**config.mk**
```make
export PLATFORM = sky130hd
export DESIGN_NAME = simm_dramctl_flat
export DESIGN_NICKNAME = d
export VERILOG_FILES = /design/src/rtl/simm_dramctl_if.sv /design/src/rtl/simm_dramctl.sv /design/src/flat_wrapper.sv
export SDC_FILE = /design/constraint.sdc
export NUM_CORES = 1
export LEC_CHECK = 0
export CELL_PAD_IN_SITES_DETAIL_PLACEMENT = 1
export CELL_PAD_IN_SITES_GLOBAL_PLACEMENT = 2
export CORE_UTILIZATION = 37
export DETAILED_ROUTE_END_ITERATION = 8
export PLACE_DENSITY = 0.88
export SETUP_SLACK_MARGIN = 0.15
export SYNTH_ARGS = -nofsm -noshare
export SYNTH_HDL_FRONTEND = slang
export SYNTH_SLANG_ARGS = --single-unit
```
**constraint.sdc**
```tcl
create_clock -name CLK -period 5.9 [get_ports CLK]
set_input_delay 0.59 -clock CLK [delete_from_list [all_inputs] [get_ports CLK]]
set_output_delay 0.59 -clock CLK [all_outputs]
set_load 0.005 [all_outputs]
```
**src/rtl/simm_dramctl_if.sv**
```systemverilog
// 68030 bus side of the SIMM DRAM controller: strobes, size, address in;
// DSACK/BERR termination drives out.
interface simm_dramctl_if;
    logic        nCS;
    logic        RnW;
    logic        nAS;
    logic        nDS;
    logic        SIZ0;
    logic        SIZ1;
    logic [27:0] ADDR;
    logic        DSACK0;
    logic        DSACK1;
    logic        BERR;

    modport master (
        output nCS, RnW, nAS, nDS, SIZ0, SIZ1, ADDR,
        input  DSACK0, DSACK1, BERR
    );

    modport slave (
        input  nCS, RnW, nAS, nDS, SIZ0, SIZ1, ADDR,
        output DSACK0, DSACK1, BERR
    );
endinterface

```
**src/rtl/simm_dramctl.sv**
```systemverilog
// FPM DRAM controller for the Playground 68030: 1..2 SIMMs, 1..2 RAS banks each.
// Registered RAS/CAS/address/WE sequencing, 32-bit DSACK termination, BERR for
// unpopulated space, CAS-before-RAS refresh with a small request queue.
module simm_dramctl #(
    parameter int NUM_SIMMS   = 2,
    parameter int SIDES       = 2,
    parameter int ROW_BITS    = 12,
    parameter int COL_BITS    = 12,
    parameter int REFRESH_CNT = 375,
    parameter int TRP_CYCLES  = 2
) (
    input  logic                         CLK,
    input  logic                         nRST,
    simm_dramctl_if.slave                bus,
    output logic                         DRAM_nWR,
    output logic [11:0]                  DRAM_ADDR,
    output logic [NUM_SIMMS*SIDES-1:0]   DRAM_nRAS,
    output logic [3:0]                   DRAM_nCAS
);
    localparam int NUM_BANKS = NUM_SIMMS * SIDES;
    localparam int B         = $clog2(NUM_BANKS);
    localparam int BW        = (B > 0) ? B : 1;
    localparam int TOP       = 2 + COL_BITS + ROW_BITS + B;
    localparam int RCW       = (REFRESH_CNT > 1) ? $clog2(REFRESH_CNT) : 1;
    localparam int PCW       = (TRP_CYCLES > 1) ? $clog2(TRP_CYCLES) : 1;
    localparam logic [11:0] ROW_MASK = 12'((33'd1 << ROW_BITS) - 33'd1);
    localparam logic [11:0] COL_MASK = 12'((33'd1 << COL_BITS) - 33'd1);

    typedef enum logic [3:0] {
        IDLE, ROW, RAS, COL, CAS, ACK, BERR_ST,
        REF1, REF2, REF3, REF4, PRE
    } state_t;

    state_t                 state, state_n;
    logic [PCW-1:0]         pre_cnt, pre_cnt_n;
    logic [RCW-1:0]         ref_cnt;
    logic [1:0]             pending;
    logic [27:0]            acc_addr, acc_addr_n;
    logic                   acc_rnw, acc_rnw_n;
    logic [1:0]             acc_siz, acc_siz_n;

    logic                   nwr_n;
    logic [11:0]            addr_n;
    logic [NUM_BANKS-1:0]   nras_n;
    logic [3:0]             ncas_n;
    logic                   dsack_n, dsack_q;
    logic                   berr_n, berr_q;

    logic                   wrap, ref_req, acc_req, oor, decide, enter_ref;
    logic [27:0]            row_sh, bank_sh;
    logic [BW-1:0]          bank;
    logic [NUM_BANKS-1:0]   ras_sel;
    logic [11:0]            row_a, col_a;

    // 68030 byte lanes (bit3 = D31..24) for the latched size and A1:A0
    function automatic logic [3:0] byte_en(input logic rnw, input logic [1:0] siz,
                                           input logic [1:0] a);
        logic [3:0] be;
        be = 4'b1111;
        if (!rnw) begin
            case (siz)
                2'b01:   be = 4'b1000 >> a;
                2'b10:   be = (a == 2'd0) ? 4'b1100 : (a == 2'd1) ? 4'b0110 :
                              (a == 2'd2) ? 4'b0011 : 4'b0001;
                2'b11:   be = (a == 2'd0) ? 4'b1110 : (a == 2'd1) ? 4'b0111 :
                              (a == 2'd2) ? 4'b0011 : 4'b0001;
                default: be = (a == 2'd0) ? 4'b1111 : (a == 2'd1) ? 4'b0111 :
                              (a == 2'd2) ? 4'b0011 : 4'b0001;
            endcase
        end
        return be;
    endfunction

    // A wrap in the same cycle as IDLE counts as a request so refresh beats a
    // simultaneous access; out-of-range is judged on the live bus address.
    assign wrap    = (ref_cnt == RCW'(REFRESH_CNT - 1));
    assign ref_req = wrap | (pending != 2'd0);
    assign acc_req = ~bus.nCS & ~bus.nAS;
    assign oor     = |(bus.ADDR >> TOP);

    assign row_sh  = acc_addr >> (2 + COL_BITS);
    assign bank_sh = acc_addr >> (2 + COL_BITS + ROW_BITS);
    assign row_a   = row_sh[11:0] & ROW_MASK;
    assign col_a   = acc_addr[13:2] & COL_MASK;
    assign bank    = (B == 0) ? '0 : bank_sh[BW-1:0];
    assign ras_sel = NUM_BANKS'(1) << bank;

    assign bus.DSACK0 = dsack_q;
    assign bus.DSACK1 = dsack_q;
    assign bus.BERR   = berr_q;

    // Next state and next registered pin values; pins hold unless a state acts
    always_comb begin
        state_n    = state;
        pre_cnt_n  = pre_cnt;
        acc_addr_n = acc_addr;
        acc_rnw_n  = acc_rnw;
        acc_siz_n  = acc_siz;
        nwr_n      = DRAM_nWR;
        addr_n     = DRAM_ADDR;
        nras_n     = DRAM_nRAS;
        ncas_n     = DRAM_nCAS;
        dsack_n    = dsack_q;
        berr_n     = berr_q;
        decide     = 1'b0;

        case (state)
            IDLE:    decide = 1'b1;
            ROW: begin
                addr_n  = row_a;
                state_n = RAS;
            end
            RAS: begin
                nras_n  = ~ras_sel;
                state_n = COL;
            end
            COL: begin
                addr_n  = col_a;
                nwr_n   = acc_rnw;
                state_n = CAS;
            end
            CAS: begin
                ncas_n  = ~byte_en(acc_rnw, acc_siz, acc_addr[1:0]);
                state_n = ACK;
            end
            ACK: begin
                if (bus.nAS) state_n = PRE;
                else         dsack_n = 1'b1;
            end
            BERR_ST: begin
                if (bus.nAS) state_n = PRE;
                else         berr_n  = 1'b1;
            end
            REF1: begin
                nwr_n   = 1'b1;
                ncas_n  = 4'h0;
                state_n = REF2;
            end
            REF2: begin
                nras_n  = '0;
                state_n = REF3;
            end
            REF3: begin
                ncas_n  = 4'hF;
                state_n = REF4;
            end
            REF4:    state_n = PRE;
            PRE: begin
                // the last precharge cycle makes the IDLE decision itself so a
                // waiting access or queued refresh does not lose a cycle
                if (pre_cnt == PCW'(TRP_CYCLES - 1)) decide    = 1'b1;
                else                                 pre_cnt_n = pre_cnt + PCW'(1);
            end
            default: state_n = IDLE;
        endcase

        if (decide) begin
            if (ref_req) begin
                state_n = REF1;
            end else if (acc_req) begin
                acc_addr_n = bus.ADDR;
                acc_rnw_n  = bus.RnW;
                acc_siz_n  = {bus.SIZ1, bus.SIZ0};
                state_n    = oor ? BERR_ST : ROW;
            end else begin
                state_n = IDLE;
            end
        end

        // everything is released on the way into precharge
        if (state_n == PRE && state != PRE) begin
            pre_cnt_n = '0;
            nras_n    = '1;
            ncas_n    = 4'hF;
            nwr_n     = 1'b1;
            addr_n    = '0;
            dsack_n   = 1'b0;
            berr_n    = 1'b0;
        end
    end

    assign enter_ref = (state_n == REF1);

    // State, latched request and registered DRAM/bus pins
    always_ff @(posedge CLK or negedge nRST) begin
        if (!nRST) begin
            state     <= IDLE;
            pre_cnt   <= '0;
            acc_addr  <= '0;
            acc_rnw   <= 1'b1;
            acc_siz   <= 2'b00;
            DRAM_nWR  <= 1'b1;
            DRAM_ADDR <= '0;
            DRAM_nRAS <= '1;
            DRAM_nCAS <= 4'hF;
            dsack_q   <= 1'b0;
            berr_q    <= 1'b0;
        end else begin
            state     <= state_n;
            pre_cnt   <= pre_cnt_n;
            acc_addr  <= acc_addr_n;
            acc_rnw   <= acc_rnw_n;
            acc_siz   <= acc_siz_n;
            DRAM_nWR  <= nwr_n;
            DRAM_ADDR <= addr_n;
            DRAM_nRAS <= nras_n;
            DRAM_nCAS <= ncas_n;
            dsack_q   <= dsack_n;
            berr_q    <= berr_n;
        end
    end

    // Refresh interval counter and saturating queue of pending refreshes
    always_ff @(posedge CLK or negedge nRST) begin
        if (!nRST) begin
            ref_cnt <= '0;
            pending <= 2'd0;
        end else begin
            ref_cnt <= wrap ? '0 : ref_cnt + RCW'(1);
            case ({wrap, enter_ref})
                2'b10:   if (pending != 2'd3) pending <= pending + 2'd1;
                2'b01:   pending <= pending - 2'd1;
                default: pending <= pending;
            endcase
        end
    end
endmodule
```
**src/flat_wrapper.sv**
```systemverilog
// flat-port wrapper written by rule: the top's interface ports become plain ports
module simm_dramctl_flat 
#(
    parameter int NUM_SIMMS   = 2,
    parameter int SIDES       = 2,
    parameter int ROW_BITS    = 12,
    parameter int COL_BITS    = 12,
    parameter int REFRESH_CNT = 375,
    parameter int TRP_CYCLES  = 2
)
  (CLK, nRST, DRAM_nWR, DRAM_ADDR, DRAM_nRAS, DRAM_nCAS, bus_nCS, bus_RnW, bus_nAS, bus_nDS, bus_SIZ0, bus_SIZ1, bus_ADDR, bus_DSACK0, bus_DSACK1, bus_BERR);
  simm_dramctl_if bus_i ();
  input  logic CLK;
  input  logic nRST;
  output logic DRAM_nWR;
  output logic [11:0] DRAM_ADDR;
  output logic [NUM_SIMMS*SIDES-1:0] DRAM_nRAS;
  output logic [3:0] DRAM_nCAS;
  input wire logic [$bits(bus_i.nCS)-1:0] bus_nCS;
  input wire logic [$bits(bus_i.RnW)-1:0] bus_RnW;
  input wire logic [$bits(bus_i.nAS)-1:0] bus_nAS;
  input wire logic [$bits(bus_i.nDS)-1:0] bus_nDS;
  input wire logic [$bits(bus_i.SIZ0)-1:0] bus_SIZ0;
  input wire logic [$bits(bus_i.SIZ1)-1:0] bus_SIZ1;
  input wire logic [$bits(bus_i.ADDR)-1:0] bus_ADDR;
  output wire logic [$bits(bus_i.DSACK0)-1:0] bus_DSACK0;
  output wire logic [$bits(bus_i.DSACK1)-1:0] bus_DSACK1;
  output wire logic [$bits(bus_i.BERR)-1:0] bus_BERR;
  assign bus_i.nCS = bus_nCS;
  assign bus_i.RnW = bus_RnW;
  assign bus_i.nAS = bus_nAS;
  assign bus_i.nDS = bus_nDS;
  assign bus_i.SIZ0 = bus_SIZ0;
  assign bus_i.SIZ1 = bus_SIZ1;
  assign bus_i.ADDR = bus_ADDR;
  assign bus_DSACK0 = bus_i.DSACK0;
  assign bus_DSACK1 = bus_i.DSACK1;
  assign bus_BERR = bus_i.BERR;
  simm_dramctl #(.NUM_SIMMS(NUM_SIMMS), .SIDES(SIDES), .ROW_BITS(ROW_BITS), .COL_BITS(COL_BITS), .REFRESH_CNT(REFRESH_CNT), .TRP_CYCLES(TRP_CYCLES)) u_core (.CLK(CLK), .nRST(nRST), .bus(bus_i), .DRAM_nWR(DRAM_nWR), .DRAM_ADDR(DRAM_ADDR), .DRAM_nRAS(DRAM_nRAS), .DRAM_nCAS(DRAM_nCAS));
endmodule
```
Word level (Yosys, flattened, before mapping)
Index checks and enable logic that the tools add are counted.
{"block": "op_classes", "shifts": 2, "muxes": 35, "addsub": 4, "bitwise": 7, "eq_ne": 25, "n_reduce_logical": 18}
{"cell": "$mux W4", "n": 11}
{"cell": "$pmux W4 S10", "n": 1}
{"cell": "$pmux W12 S2", "n": 1}
{"cell": "$pmux W4 S3", "n": 2}
{"cell": "$eq A4 B3 Y1 const B", "n": 5}
{"cell": "$eq A4 B4 Y1 const B", "n": 5}
{"cell": "$mux W12", "n": 1}
{"cell": "$mux W1", "n": 11}
{"cell": "$reduce_bool A2 Y1", "n": 5}
{"cell": "$add A9 B1 Y9 const B", "n": 1}
{"cell": "$eq A9 B9 Y1 const B", "n": 1}
{"cell": "$mux W9", "n": 1}
{"cell": "$reduce_bool A3 Y1", "n": 3}
{"cell": "$eq A2 B2 Y1 const B", "n": 4}
{"cell": "$eq A4 B2 Y1 const B", "n": 2}
{"cell": "$not A4 Y4", "n": 2}
{"cell": "$pmux W4 S2", "n": 1}
{"cell": "$eq A2 B1 Y1 const B", "n": 3}
{"cell": "$reduce_and A2 Y1", "n": 3}
{"cell": "$eq A4 B1 Y1 const B", "n": 1}
{"cell": "$logic_not A4 Y1", "n": 1}
{"cell": "$mux W2", "n": 2}
{"cell": "$ne A2 B1 Y1 const B", "n": 2}
{"cell": "$ne A4 B4 Y1 const B", "n": 1}
{"cell": "17 further kinds", "n": 21}
{"block": "word_totals", "input_bits": 36, "ff_bits": 70, "output_inout_bits": 24}

Depth between registers and ports, before layout
{"block": "logic_depth", "word_depth": 10, "mapped_depth": 9, "mapped_depth_nobuf": 8}

Least setup slack after synthesis
Ideal clock, no wire load.
{"block": "synth_path", "path_type": "reg-to-reg", "from": "reg u_core.ref_cnt[0]", "to": "reg u_core.acc_addr[10]", "stages_incl_launch_ff": 10, "synth_period_minus_slack_ns": 1.968, "path_slack_ns": 3.932, "required_ns": 5.775, "t_arrival_ns": 1.844, "cell_sequence": "dfrtp_1 > inv_1 > ha_1 > nand2_1 > nor4_1 > buf_2 > nor3_1 > nand3_1 > buf_4 > mux2_2"}
{"block": "synth_between", "elab_chain_len": 4}
{"element": "from (decl)", "line_no": "simm_dramctl.sv:36", "source": "logic [RCW-1:0] ref_cnt;"}
{"element": "from (signal assigned)", "line_no": "simm_dramctl.sv:219", "source": "ref_cnt <= wrap ? '0 : ref_cnt + RCW'(1);"}
{"element": "$eq A9 B9 Y1", "line_no": "simm_dramctl.sv:76", "source": "assign wrap = (ref_cnt == RCW'(REFRESH_CNT - 1));"}
{"element": "$or A1 B1 Y1", "line_no": "simm_dramctl.sv:77", "source": "assign ref_req = wrap | (pending != 2'd0);"}
{"element": "$not A1 Y1 (no line)"}
{"element": "$reduce_and A3 Y1 (no line)"}
{"element": "to (signal assigned)", "line_no": "simm_dramctl.sv:201", "source": "acc_addr <= acc_addr_n;"}
{"element": "to (decl)", "line_no": "simm_dramctl.sv:38", "source": "logic [27:0] acc_addr, acc_addr_n;"}
Every way passes these cells.
A chain may end at the register's enable or synchronous reset.

Final worst setup path
{"block": "layout_path", "from": "reg u_core.state[1]", "to": "reg u_core.DRAM_ADDR[0]"}
{"block": "layout_between", "elab_chain_len": 7, "elab_cells_between_ends": 24}
{"element": "from (decl)", "line_no": "simm_dramctl.sv:34", "source": "state_t state, state_n;"}
{"element": "from (signal assigned)", "line_no": "simm_dramctl.sv:199", "source": "state <= state_n;"}
{"element": "$eq A4 B4 Y1 (tied with other cells)", "line_no": "simm_dramctl.sv:107", "source": "case (state)"}
{"element": "$reduce_or A2 Y1 (no line)"}
{"element": "$pmux W4 S10", "line_no": "simm_dramctl.sv:107"}
{"element": "$mux W4", "line_no": "simm_dramctl.sv:157", "source": "if (decide) begin"}
{"element": "$eq A4 B4 Y1", "line_no": "simm_dramctl.sv:171", "source": "if (state_n == PRE && state != PRE) begin"}
{"element": "$logic_and A1 B1 Y1", "line_no": "simm_dramctl.sv:171"}
{"element": "$reduce_bool A3 Y1 (no line) or $mux W12 (tied branches)"}
{"element": "to (signal assigned)", "line_no": "simm_dramctl.sv:205", "source": "DRAM_ADDR <= addr_n;"}
{"element": "to (decl)", "line_no": "simm_dramctl.sv:16", "source": "output logic [11:0] DRAM_ADDR,"}
Parallel ways exist; a longest one is shown, timed or not.

==> flow_metrics.py <==
metrics = {
    "outcome": {
        "outcome": "finished, violations left",
        "violations": "DRC",
    },
    "setup_path": {
        "path_cells": "or3_4 -> a21oi_4 -> o31ai_4 -> a22oi_2 -> a221oi_1",
        "critical_path.n_buffers_inverters": 0,
        "timing.reg2reg.worst_path_depth": 5,
        "worst_r2r_endpoint": "u_core.DRAM_ADDR[0]",
        "path_class": "flop to flop",
        "setup_slack_of_the_worst_register_to_register_path_ps": 3310,
        "setup.worst_path.end_class": "flop",
        "setup.worst_path.start_class": "flop",
        "critPathRequiredTime_ps": 6080,
        "arrival_ps": 2770,
        "path_max_fanout": 17,
        "cpPeakStageDelay_ps": 740,
        "critical-path-top-delay-family": "compound AO/OA/AOI/OAI gates",
        "cpMaxStageDelayCell": "sky130_fd_sc_hd__a22oi_2",
        "r2r-start": "u_core.state[1]",
    },
    "pwr": {
        "max-vdd-ir-drop_uv": 222.9,
        "pwr_density_cell_nw_per_um2": 520.1,
        "power.leakage_nw": 1.771,
        "total_power_mw": 2.226,
    },
    "global_route": {
        "grt_pass1_wl_um": 13270,
        "initial_antenna_violation_count": 0,
        "grt-ovfl-total": 0,
        "maximum_number_of_pins_on_one_net_before_global_route_repair": 71,
        "groute.usage.overall_pct": 17.58,
        "first_global_vias": 2743,
    },
    "floorplan": {
        "placementRows": 34,
        "initial_utilization_pct": 38.68,
        "fp.coreArea_um2": 8806,
        "fp.dieH_um": 97.94,
        "die-area_um2": 9592,
        "die_width_um": 97.94,
        "floorplan.io_pins": 60,
    },
    "yosys": {
        "synth_ff_type": "sky130_fd_sc_hd__dfrtp_1",
        "synth_area_leader_cell": "sky130_fd_sc_hd__dfrtp_1",
        "synth-compound-area-share_pct": 13.37,
        "synth_top_family_by_area": "multiplexers",
        "synth_seq_area_share_pct": 51.80,
        "ys_ff_latch": 70,
        "yosysTopAreaCellShare_pct": 44.09,
        "mean_area_per_synthesized_cell_um2": 11.66,
        "ys_types": 44,
        "simple_gate_area_share_of_the_yosys_netlist_pct": 10.98,
        "syn_area_um2": 3406,
        "ys_warn_count": 0,
        "post_synthesis_cells": 292,
        "synth_enable_flop_cells": 0,
        "synth_xor_xnor_area_share_pct": 1.543,
        "asyncSetResetFlopFracSynth_pct": 100.0,
        "syn-num-nets": 335,
        "synthMuxAreaShare_pct": 15.43,
        "synth_fa_ha_area_share_pct": 2.866,
        "synthTopCellsByArea": "sky130_fd_sc_hd__dfrtp_1 44%, sky130_fd_sc_hd__mux2_2 10%, sky130_fd_sc_hd__dfstp_2 7.7%, sky130_fd_sc_hd__mux2i_1 4.4%, sky130_fd_sc_hd__nor2_1 3.0%",
    },
    "final_layout": {
        "fillCellCount": 940,
        "layout.area.seq_um2": 1764,
        "nNetsFinal": 393,
        "antennaDiodeCount": 0,
        "layout.cells.non_filler": 463,
        "final_layout_size_suffix_gt1_share_pct": 21.69,
        "flow.area_growth_from_synthesis_pct": 25.64,
        "multiInputGateArea_um2": 1515,
    },
    "timing": {
        "achievable-frequency_mhz": 386.2,
        "fin_tns_setup_ps": 0,
        "setup_violations": 0,
        "clock-skew-final_ps": 13.47,
        "finalCritPeriodShare_pct": 43.89,
        "timing.max_slew.rel_slack_pct": 40.42,
        "worst-slew-pin-transition_ps": 893.7,
        "layout_min_cycle_time_ps": 2590,
        "grt_setup_unrepaired": "false",
        "hold_viol_final": 0,
        "timing.final.max_slew_violations": 0,
    },
    "clock_tree": {
        "cts_post_setup_buffers_inserted": 0,
        "cts_tree": "yes",
        "numCtsBuffers": 9,
        "h-tree-depth": 3,
        "source_to_sink_clock_delay_at_the_later_pin_of_the_worst_skew_pair_ps": 350,
        "worst_setup_hold_path_clk_slew_ps": 90,
        "cts-root-to-sink-buffers": 2,
        "postCtsResizedCells": 0,
        "cts.sink_count": 70,
        "clock_tree.root_cell": "sky130_fd_sc_hd__clkbuf_8",
        "holdBufCountCts": 0,
    },
    "detailed_routing": {
        "routed-wl-met2_um": 3680,
        "final_antenna_net_count": 0,
        "routed_length_on_met3_um": 358,
        "route.detailed.drc": 4,
        "wl_per_cell_um": 16.33,
        "route.final.wire_length_um": 7563,
        "dr.pass1.iters": 6,
        "post_drt_via_cell_ratio": 5.365,
        "topRoutingLayerUsed": "met4",
        "drt-initial-drc-count": 114,
        "vias": 2484,
        "met1_length_um": 3407,
    },
    "placement": {
        "dpl.cell_count": 447,
        "hpwlAfterDp_um": 5252,
        "numPortBuffers": 58,
        "gp_congestion": 0.7805,
    },
    "run": {
        "cap_violations": 0,
    },
    "hold_path": {
        "min_path_type": "input pin to asynchronous set/reset pin",
    },
}
## how the worst max path moves through the flow
stage | slack, ps | to | startpoint | depth (start not counted)
floorplan | 3930 | u_core.acc_addr[10] | u_core.ref_cnt[0] | 9
global placement | 3170 | u_core.DRAM_ADDR[0] | bus_nAS | 6
detailed placement | 3130 | u_core.DRAM_ADDR[2] | bus_nAS | 6
CTS | 3250 | u_core.DRAM_ADDR[2] | u_core.state[1] | 5
global route | 3130 | u_core.DRAM_ADDR[11] | u_core.state[1] | 5
finish | 3310 | u_core.DRAM_ADDR[0] | u_core.state[1] | 5
## layout make-up
class,instances,area share [%]
clock buffers,9,2.895
clock inverters,7,2.281
inverters,8,0.7018
multi-input cells,198,35.41
flip-flops and latches,70,41.23
well taps,108,3.158
repair buffers,63,14.33
## cell families (layout without fill, tap and decap cells)
group | Yosys count | in the layout
muxes | 48 | 48
and+or+nand+nor | 78 | 78
xor gates and xnor gates | 6 | 6
AOI/OAI and AO/OA | 58 | 58
adders and majority gates | 8 | 8
DFF | 70 | 70
buffers and inverters | 24 | 87
## report_power, final
part | internal, mW | switching (mW)
registers | 0.707 | 0.181
clock network | 0.239 | 0.195
logic | 0.483 | 0.420
total | 1.43 | 0.797
## stage by stage
step,util (%),hold WS (ps),cell area (um2),setup slack (ps)
4_1_cts,48.59,468.5,4279,3254
3_3_place_gp,46.08,464.9,4058,3174
2_1_floorplan,-,294.4,3406,3932
3_5_place_dp,46.08,481.6,4058,3135
6_report,48.59,433.2,4279,3310
5_1_grt,48.59,506.7,4279,3134
## layout by cell type (no fill, tap or decap), types with 2 or more instances in the layout
cell type,instances
sky130_fd_sc_hd__xnor2_1,4
sky130_fd_sc_hd__and3_1,2
sky130_fd_sc_hd__a22o_1,2
sky130_fd_sc_hd__clkinvlp_4,2
sky130_fd_sc_hd__nand2b_1,8
sky130_fd_sc_hd__nor4_1,3
sky130_fd_sc_hd__clkbuf_8,9
sky130_fd_sc_hd__nor3_2,2
sky130_fd_sc_hd__mux2_2,31
sky130_fd_sc_hd__a21oi_1,10
sky130_fd_sc_hd__buf_4,5
sky130_fd_sc_hd__nand3_1,7
sky130_fd_sc_hd__o21ai_0,16
sky130_fd_sc_hd__nor3_1,3
sky130_fd_sc_hd__bufinv_16,2
sky130_fd_sc_hd__nor2_1,27
sky130_fd_sc_hd__a221oi_1,6
sky130_fd_sc_hd__dfrtp_1,60
sky130_fd_sc_hd__a22oi_1,4
sky130_fd_sc_hd__nand2_1,15
sky130_fd_sc_hd__dfstp_2,10
sky130_fd_sc_hd__xor2_1,2
sky130_fd_sc_hd__ha_1,7
sky130_fd_sc_hd__mux2i_1,15
sky130_fd_sc_hd__clkdlybuf4s50_1,57
sky130_fd_sc_hd__a221oi_2,6
sky130_fd_sc_hd__nor2b_1,6
sky130_fd_sc_hd__a31oi_1,2
sky130_fd_sc_hd__o211ai_1,4
sky130_fd_sc_hd__inv_1,7
sky130_fd_sc_hd__or3_1,2
## flip-flops by register name, summed over array words and instances (netlist names)
register and cells:
u_core.acc_addr 28, u_core.pending 2, u_core.acc_siz 2, u_core.DRAM_ADDR 12, u_core.DRAM_nWR 1, u_core.state 4, u_core.DRAM_nCAS 4, u_core.ref_cnt 9
u_core.DRAM_nRAS 4, u_core.acc_rnw 1, u_core.bus.DSACK0 1, u_core.pre_cnt 1, u_core.bus.BERR 1
## layer usage
layer | up-vias | GRT usage (%)
met3 | 9 | 4.796
met1 | 1261 | 21.68
li1 | 1161 | -
met5 | - | 0
met4 | 0 | 6.993
met2 | 53 | 29.20
## synthesized netlist by cell type, drive strengths merged, types with 5 or more instances
| library cell | count |
|---|---|
| o21ai | 16 |
| nand3 | 7 |
| dfstp | 10 |
| a221oi | 12 |
| nand2 | 15 |
| nor2 | 27 |
| a22oi | 5 |
| a21oi | 11 |
| dfrtp | 60 |
| clkbuf | 5 |
| nor2b | 6 |
| buf | 11 |
| ha | 7 |
| nor3 | 5 |
| nand2b | 8 |
| mux2i | 15 |
| inv | 8 |
| mux2 | 33 |
Power figures use the tool's default switching activity.
